`config.mk`:
```
export PLATFORM = sky130hd
export DESIGN_NAME = stage_sequencer
export DESIGN_NICKNAME = d
export VERILOG_FILES = /design/src/rtl/core_ctrl_pkg.sv /design/src/rtl/seq_perf_counters.sv /design/src/rtl/stage_sequencer.sv
export SDC_FILE = /design/constraint.sdc
export NUM_CORES = 1
export LEC_CHECK = 0
export ABC_AREA = 1
export ABC_CLOCK_PERIOD_IN_PS = 1500
export BUFFER_PORTS_ARGS = -buffer_cell sky130_fd_sc_hd__buf_4
export CAP_MARGIN = 20
export CORE_UTILIZATION = 39
export DETAILED_ROUTE_END_ITERATION = 12
export PLACE_DENSITY_LB_ADDON = 0.08
export SLEW_MARGIN = 10
export SYNTH_ARGS = -nofsm -noshare
export SYNTH_HDL_FRONTEND = slang
export SYNTH_HIERARCHICAL = 1
export SYNTH_SLANG_ARGS = --single-unit
export TNS_END_PERCENT = 100
```
`constraint.sdc`:
```
create_clock -name clk -period 1.5 [get_ports clk]
set_input_delay 0.075 -clock clk [delete_from_list [all_inputs] [get_ports clk]]
set_output_delay 0.075 -clock clk [all_outputs]
set_load 0.05 [all_outputs]
```
`src/rtl/core_ctrl_pkg.sv`:
```
// Shared definitions for the core control path: stage codes and sequencer defaults.
package core_ctrl_pkg;

    localparam int STAGE_W = 3;

    // Default number of MEMORY cycles allowed before declaring a data-memory timeout.
    localparam int DEFAULT_MEM_TIMEOUT = 16;

    typedef enum logic [STAGE_W-1:0] {
        STAGE_FETCH     = 3'd0,
        STAGE_DECODE    = 3'd1,
        STAGE_EXECUTE   = 3'd2,
        STAGE_MEMORY    = 3'd3,
        STAGE_WRITEBACK = 3'd4,
        STAGE_HALTED    = 3'd5
    } stage_t;

endpackage

```
`src/rtl/seq_perf_counters.sv`:
```
// Free-running cycle and retired-instruction counters for stage_sequencer.
// Only compiled when STAGE_SEQ_PERF_EN is defined; both counters wrap modulo 2^CNT_W.
`ifdef STAGE_SEQ_PERF_EN
module seq_perf_counters #(
    parameter int CNT_W = 32
) (
    input  logic             clk,
    input  logic             reset,
    input  logic             inc_instret,
    output logic [CNT_W-1:0] cycle_count,
    output logic [CNT_W-1:0] instret_count
);

    // Slot 0 counts every cycle out of reset, slot 1 counts retirements.
    logic [1:0]            inc;
    logic [1:0][CNT_W-1:0] count;

    assign inc = {inc_instret, 1'b1};

    generate
        for (genvar gi = 0; gi < 2; gi++) begin : g_cnt
            logic [CNT_W-1:0] count_reg;

            // Wrapping counter, cleared by reset.
            always_ff @(posedge clk) begin
                if (reset) begin
                    count_reg <= '0;
                end else if (inc[gi]) begin
                    count_reg <= count_reg + 1'b1;
                end
            end

            assign count[gi] = count_reg;
        end
    endgenerate

    assign cycle_count   = count[0];
    assign instret_count = count[1];

endmodule
`endif

```
`src/rtl/stage_sequencer.sv`:
```
// Multi-cycle stage sequencer: walks each instruction through FETCH, DECODE,
// EXECUTE, optional MEMORY and WRITEBACK, with memory-wait stalls, a
// data-memory timeout and halt/resume control.
// Optional performance counters are built when STAGE_SEQ_PERF_EN is defined;
// otherwise cycle_count and instret_count are tied to zero.
module stage_sequencer
    import core_ctrl_pkg::*;
#(
    parameter int MEM_TIMEOUT = DEFAULT_MEM_TIMEOUT,
    parameter int CNT_W       = 32
) (
    input  logic               clk,
    input  logic               reset,
    input  logic               inst_mem_ready,
    input  logic               data_mem_ready,
    input  logic               mem_access,
    input  logic               halt_req,
    input  logic               resume,
    output logic               IF_kick_up,
    output logic               ID_kick_up,
    output logic               EX_kick_up,
    output logic               MEM_kick_up,
    output logic               WB_kick_up,
    output logic [STAGE_W-1:0] stage,
    output logic               halted,
    output logic               mem_error,
    output logic [CNT_W-1:0]   cycle_count,
    output logic [CNT_W-1:0]   instret_count
);

    // The wait counter only ever needs to hold MEM_TIMEOUT-1; with the timeout
    // disabled it simply wraps and is never consulted.
    localparam int WAIT_W = (MEM_TIMEOUT > 1) ? $clog2(MEM_TIMEOUT) : 1;
    localparam logic [WAIT_W-1:0] WAIT_LAST = WAIT_W'((MEM_TIMEOUT > 0) ? MEM_TIMEOUT - 1 : 0);
    localparam bit TIMEOUT_EN = (MEM_TIMEOUT > 0);

    stage_t            state_reg;
    logic              entry_reg;
    logic [WAIT_W-1:0] wait_cnt_reg;
    logic              mem_error_reg;
    logic              timeout_hit;

    // The current MEMORY cycle is the last one allowed without data.
    assign timeout_hit = TIMEOUT_EN && (wait_cnt_reg == WAIT_LAST);

    // Stage FSM: entry_reg is raised on every state change and dropped while stalling.
    always_ff @(posedge clk) begin
        if (reset) begin
            state_reg     <= STAGE_FETCH;
            entry_reg     <= 1'b1;
            wait_cnt_reg  <= '0;
            mem_error_reg <= 1'b0;
        end else begin
            case (state_reg)
                STAGE_FETCH: begin
                    if (inst_mem_ready) begin
                        state_reg <= STAGE_DECODE;
                        entry_reg <= 1'b1;
                    end else begin
                        entry_reg <= 1'b0;
                    end
                end
                STAGE_DECODE: begin
                    state_reg <= STAGE_EXECUTE;
                    entry_reg <= 1'b1;
                end
                STAGE_EXECUTE: begin
                    wait_cnt_reg <= '0;
                    state_reg    <= mem_access ? STAGE_MEMORY : STAGE_WRITEBACK;
                    entry_reg    <= 1'b1;
                end
                STAGE_MEMORY: begin
                    // Data arriving in the final allowed cycle still completes the access.
                    if (data_mem_ready) begin
                        state_reg <= STAGE_WRITEBACK;
                        entry_reg <= 1'b1;
                    end else if (timeout_hit) begin
                        state_reg     <= STAGE_HALTED;
                        entry_reg     <= 1'b1;
                        mem_error_reg <= 1'b1;
                    end else begin
                        wait_cnt_reg <= wait_cnt_reg + 1'b1;
                        entry_reg    <= 1'b0;
                    end
                end
                STAGE_WRITEBACK: begin
                    state_reg <= halt_req ? STAGE_HALTED : STAGE_FETCH;
                    entry_reg <= 1'b1;
                end
                STAGE_HALTED: begin
                    // A timed-out core stays parked until reset.
                    if (resume && !mem_error_reg) begin
                        state_reg <= STAGE_FETCH;
                        entry_reg <= 1'b1;
                    end else begin
                        entry_reg <= 1'b0;
                    end
                end
                default: begin
                    state_reg <= STAGE_FETCH;
                    entry_reg <= 1'b1;
                end
            endcase
        end
    end

    assign IF_kick_up  = (state_reg == STAGE_FETCH) && entry_reg;
    assign ID_kick_up  = (state_reg == STAGE_DECODE);
    assign EX_kick_up  = (state_reg == STAGE_EXECUTE);
    assign MEM_kick_up = (state_reg == STAGE_MEMORY) && entry_reg;
    assign WB_kick_up  = (state_reg == STAGE_WRITEBACK);
    assign stage       = state_reg;
    assign halted      = (state_reg == STAGE_HALTED);
    assign mem_error   = mem_error_reg;

`ifdef STAGE_SEQ_PERF_EN
    seq_perf_counters #(
        .CNT_W(CNT_W)
    ) u_perf (
        .clk          (clk),
        .reset        (reset),
        .inc_instret  (WB_kick_up),
        .cycle_count  (cycle_count),
        .instret_count(instret_count)
    );
`else
    assign cycle_count   = '0;
    assign instret_count = '0;
`endif

endmodule
```
After elaboration in Yosys (flattened, before gate mapping)
Index checks and enable logic that the tools add are counted.
W data, S select, Z words.

storage, ports and cells
  flip-flop bits (word level) = 9
  input port bits = 7
  bits in latches = 0
  bits in writable memories = 0
  memory bits (read-only) = 0
  memories kept = 0

operators by class
  bitwise operators = 1
  div/mod/pow operators = 0
  mux-type cells = 15
  reduce and logical (&&, ||, !) cells = 9
  shift operators = 0
  $lt $le $gt $ge = 0
  $add $sub $neg = 1
  multipliers = 0
  equal/unequal tests = 11

operators with widths
  cell                   count
  $mux W3                6
  $pmux W3 S6            1
  $reduce_and A3 Y1      3
  $mux W4                2
  $pmux W4 S2            1
  $eq A3 B2 Y1 const B   2
  $eq A3 B3 Y1 const B   2
  $ne A2 B2 Y1 const B   3
  $add A4 B1 Y4 const B  1
  $eq A4 B4 Y1 const B   1
  $mux W1                4
  $eq A3 B1 Y1 const B   1
  $logic_and A1 B1 Y1    3
  $logic_not A3 Y1       1
  $ne A3 B3 Y1 const B   1
  $pmux W1 S3            1
  $ne A2 B1 Y1 const B   1
  $reduce_bool A2 Y1     1
  $logic_not A1 Y1       1
  $not A1 Y1             1

Logic depth before layout (Yosys ltp)
  depth after elaboration = 4
  gate-level depth with buffers = 8
  gate-level depth less buffers = 8

Worst setup path after synthesis
No wires, ideal clock.

  kind = reg-to-output
  from = register state_reg[0] (netlist: stage[0])
  to = output port IF_kick_up
  arrival = 1,886 ps
  data required time = 1,425 ps
  stages on the path, launching flop included = 4
  setup slack = -461 ps
  path through = dfxtp_1 nor2_1 inv_1 nor3_1

between the ends
  word-level cells in the longest chain between the ends = 2

ends and longest elaborated chain
  element                   RTL line                source
  start: declaration        stage_sequencer.sv:37   stage_t state_reg;
  start signal: assignment  stage_sequencer.sv:69   state_reg <= mem_access ? STAGE_MEMORY : STAGE_WRITEBACK;
  start signal: assignment  stage_sequencer.sv:87   state_reg <= halt_req ? STAGE_HALTED : STAGE_FETCH;
  $logic_not A3 Y1          stage_sequencer.sv:107  assign IF_kick_up = (state_reg == STAGE_FETCH) && entry_reg;
  $logic_and A1 B1 Y1       stage_sequencer.sv:107
  end: declaration          stage_sequencer.sv:19   output logic IF_kick_up,

Every way passes these cells.

Worst setup path after layout
  from = register state_reg[0] (netlist: stage[0])
  to = output port ID_kick_up

between the ends
  word-level cells in the longest chain between the ends = 1

ends and longest elaborated chain
  element           RTL line                source
  $eq A3 B1 Y1      stage_sequencer.sv:108  assign ID_kick_up = (state_reg == STAGE_DECODE);
  end: declaration  stage_sequencer.sv:20   output logic ID_kick_up,

Every way passes these cells.

==> results_dict.tcl <==
set metrics [dict create \
    cp_max_fo 5 \
    coreArea_um2 2300 \
    grt_max_degree 8 \
    drv_cap 0 \
    wl_per_cell_um 7.53 \
    place_inst 182 \
    ys.warnings.count 6 \
    drcViolationCount 0 \
    seq_area_frac_synth 0.182 \
    clock_skew_ns 0.00603 \
    nFillCells 253 \
    p_leak_nw 0.552 \
    max-clock-path-buffers 2 \
    viasPerCell 3.72 \
    clock-sinks 9 \
    root_buffer "clkbuf_4" \
    peakVddDrop_mv 0.806 \
    ant_nets 0 \
    power.density_nw_per_um2 1590 \
    grt_pass1_wl_mm 1.97 \
    worstPathArrival_ns 1.26 \
    diodes 0 \
    synth-seq-cells 9 \
    setup_viol 0 \
    num_io_pins 81 \
    wl_mm 1.40 \
    mostFrequentLayoutCells "conb_1, buf_4, nand2_1" \
    grt_pass1_vias 476 \
    end_kind "output port" \
    synthToLayoutAreaGrowth_pct -4.68 \
    grt.total_usage 0.100 \
    criticalPathCategory "register to output port" \
    clk_latency_ns 0.27 \
    cp-start-kind "register" \
    layoutNonFillerInstCount 186 \
    die_x_um 52.4 \
    ctsHoldBuffers 0 \
    hold_class "primary input to register" \
    drive_above_1_share 0.209 \
    initial_utilization 0.431 \
    port_buffers 16 \
    outcome "completed" \
    yosys.cell_types.count 21 \
    setup-tns-final_ns 0 \
    place_hpwl_mm 1.16 \
    antenna_found_initial 0 \
    hold_violations 0 \
    rsz0062_at_grt "false" \
    max_freq_mhz 748 \
    die_h_um 52.4 \
    place_congestion 0.774 \
    maxSlewViolCount 0 \
    clk_pin_slew_ns 0.07 \
    period_minus_slack_ns 1.34 \
    post_cts_buffers 0 \
    avgSynthCellArea_um2 7.12 \
    h-tree-depth 1 \
    nets 167 \
    final_common_cell "conb_1" \
    fp-row-count 17 \
    cts_tree "built" \
    fin_ws_ns 0.163 \
    cts_made_buffers 3 \
    grt_remaining_overflow 0 \
    drt_iter0_drc 9 \
    largest_reg_flops 4 \
    pre_cts_ws_ns 0.228 \
    min_period_over_period 0.891 \
    syn_inst 139 \
    netlist_area_um2 990 \
    ctsResizeCount 0 \
    die_area_um2 2740 \
    via_count 691 \
    required_ns 1.42 \
    dr.pass1.iters 4 \
]
[final timing paths]
| check | cells after the start | slack [ns] | end | start |
|---|---|---|---|---|
| worst max-delay path | 5 | 0.16 | ID_kick_up | stage[0]$_SDFFE_PP0P_ |
| worst min-delay path | 2 | 0.004 | stage[2]$_SDFFE_PP0P_ | reset |
| worst max register to register | 7 | 0.22 | wait_cnt_reg[2]$_SDFFE_PP0P_ | wait_cnt_reg[0]$_SDFFE_PP0P_ |
| worst min register to register | 2 | 0.48 | mem_error$_SDFFE_PP0P_ | mem_error$_SDFFE_PP0P_ |
[synth_stat cells, drive strengths merged]
cell type	number	area (um^2)
a21oi	8	40.0
a31oi	1	6.26
and3	1	6.26
buf	64	480
conb	1	3.75
dfxtp	9	180
ha	1	12.5
inv	12	45.1
nand2	16	65.1
nand3	7	47.6
nand3b	1	7.51
nand4	2	12.5
nor2	12	60.1
nor3	1	5.00
o211ai	1	7.51
o21ai	2	10.0
[kinds of logic (layout without fill, tap and decap cells)]
| family | count (synthesis) | count (layout) | synth area share |
|---|---|---|---|
| AND/OR/NAND/NOR | 40 | 40 | 0.206 |
| adder cells (fa/ha/maj) | 1 | 1 | 0.0126 |
| other | 1 | 64 | 0.00379 |
| AO/OA/AOI/OAI | 12 | 12 | 0.0645 |
| buffers and inverters | 76 | 32 | 0.531 |
| flip-flops | 9 | 9 | 0.182 |
[routing by layer]
| metal | track usage | vias to the layer above | part of all wire |
|---|---|---|---|
| met4 | 0.0658 | 0 | 0.023 |
| met5 | 0 | - | 0 |
| met3 | 0.0261 | 3 | 0.11 |
| li1 | - | 348 | - |
| met2 | 0.154 | 46 | 0.44 |
| met1 | 0.120 | 294 | 0.42 |
[power by group]
group	internal, mW	total, mW	switching (mW)
Sequential	0.276	0.328	0.0521
Clock	0.103	0.194	0.0908
Combinational	0.187	0.978	0.790
[metrics by stage]
step                      hold WS (ns)   util  area [um^2]  power (mW)
after floorplan                  0.137      -         1240        1.27
after global placement           0.289  0.399          917        1.32
after detailed placement         0.288  0.399          917        1.31
after CTS                      0.00227  0.411          943        1.50
after global routing           0.00730  0.411          943        1.58
final                          0.00386  0.411          943        1.50
[critical path: stages (launching register included)]
cell,delay (ns)
dfxtp_2,0.41
inv_1,0.08
nor2_1,0.16
nand2_1,0.10
inv_1,0.06
buf_4,0.19
[final cells by class]
| cell class | count | area [um^2] | area share |
|---|---|---|---|
| tap | 28 | 35.0 | 0.0371 |
| multi-input combinational | 117 | 533 | 0.565 |
| clock buffer | 4 | 26.3 | 0.0279 |
| timing repair buffer | 16 | 120 | 0.127 |
| inverter | 12 | 45.0 | 0.0477 |
| sequential | 9 | 184 | 0.195 |
Power figures use the tool's default switching activity.
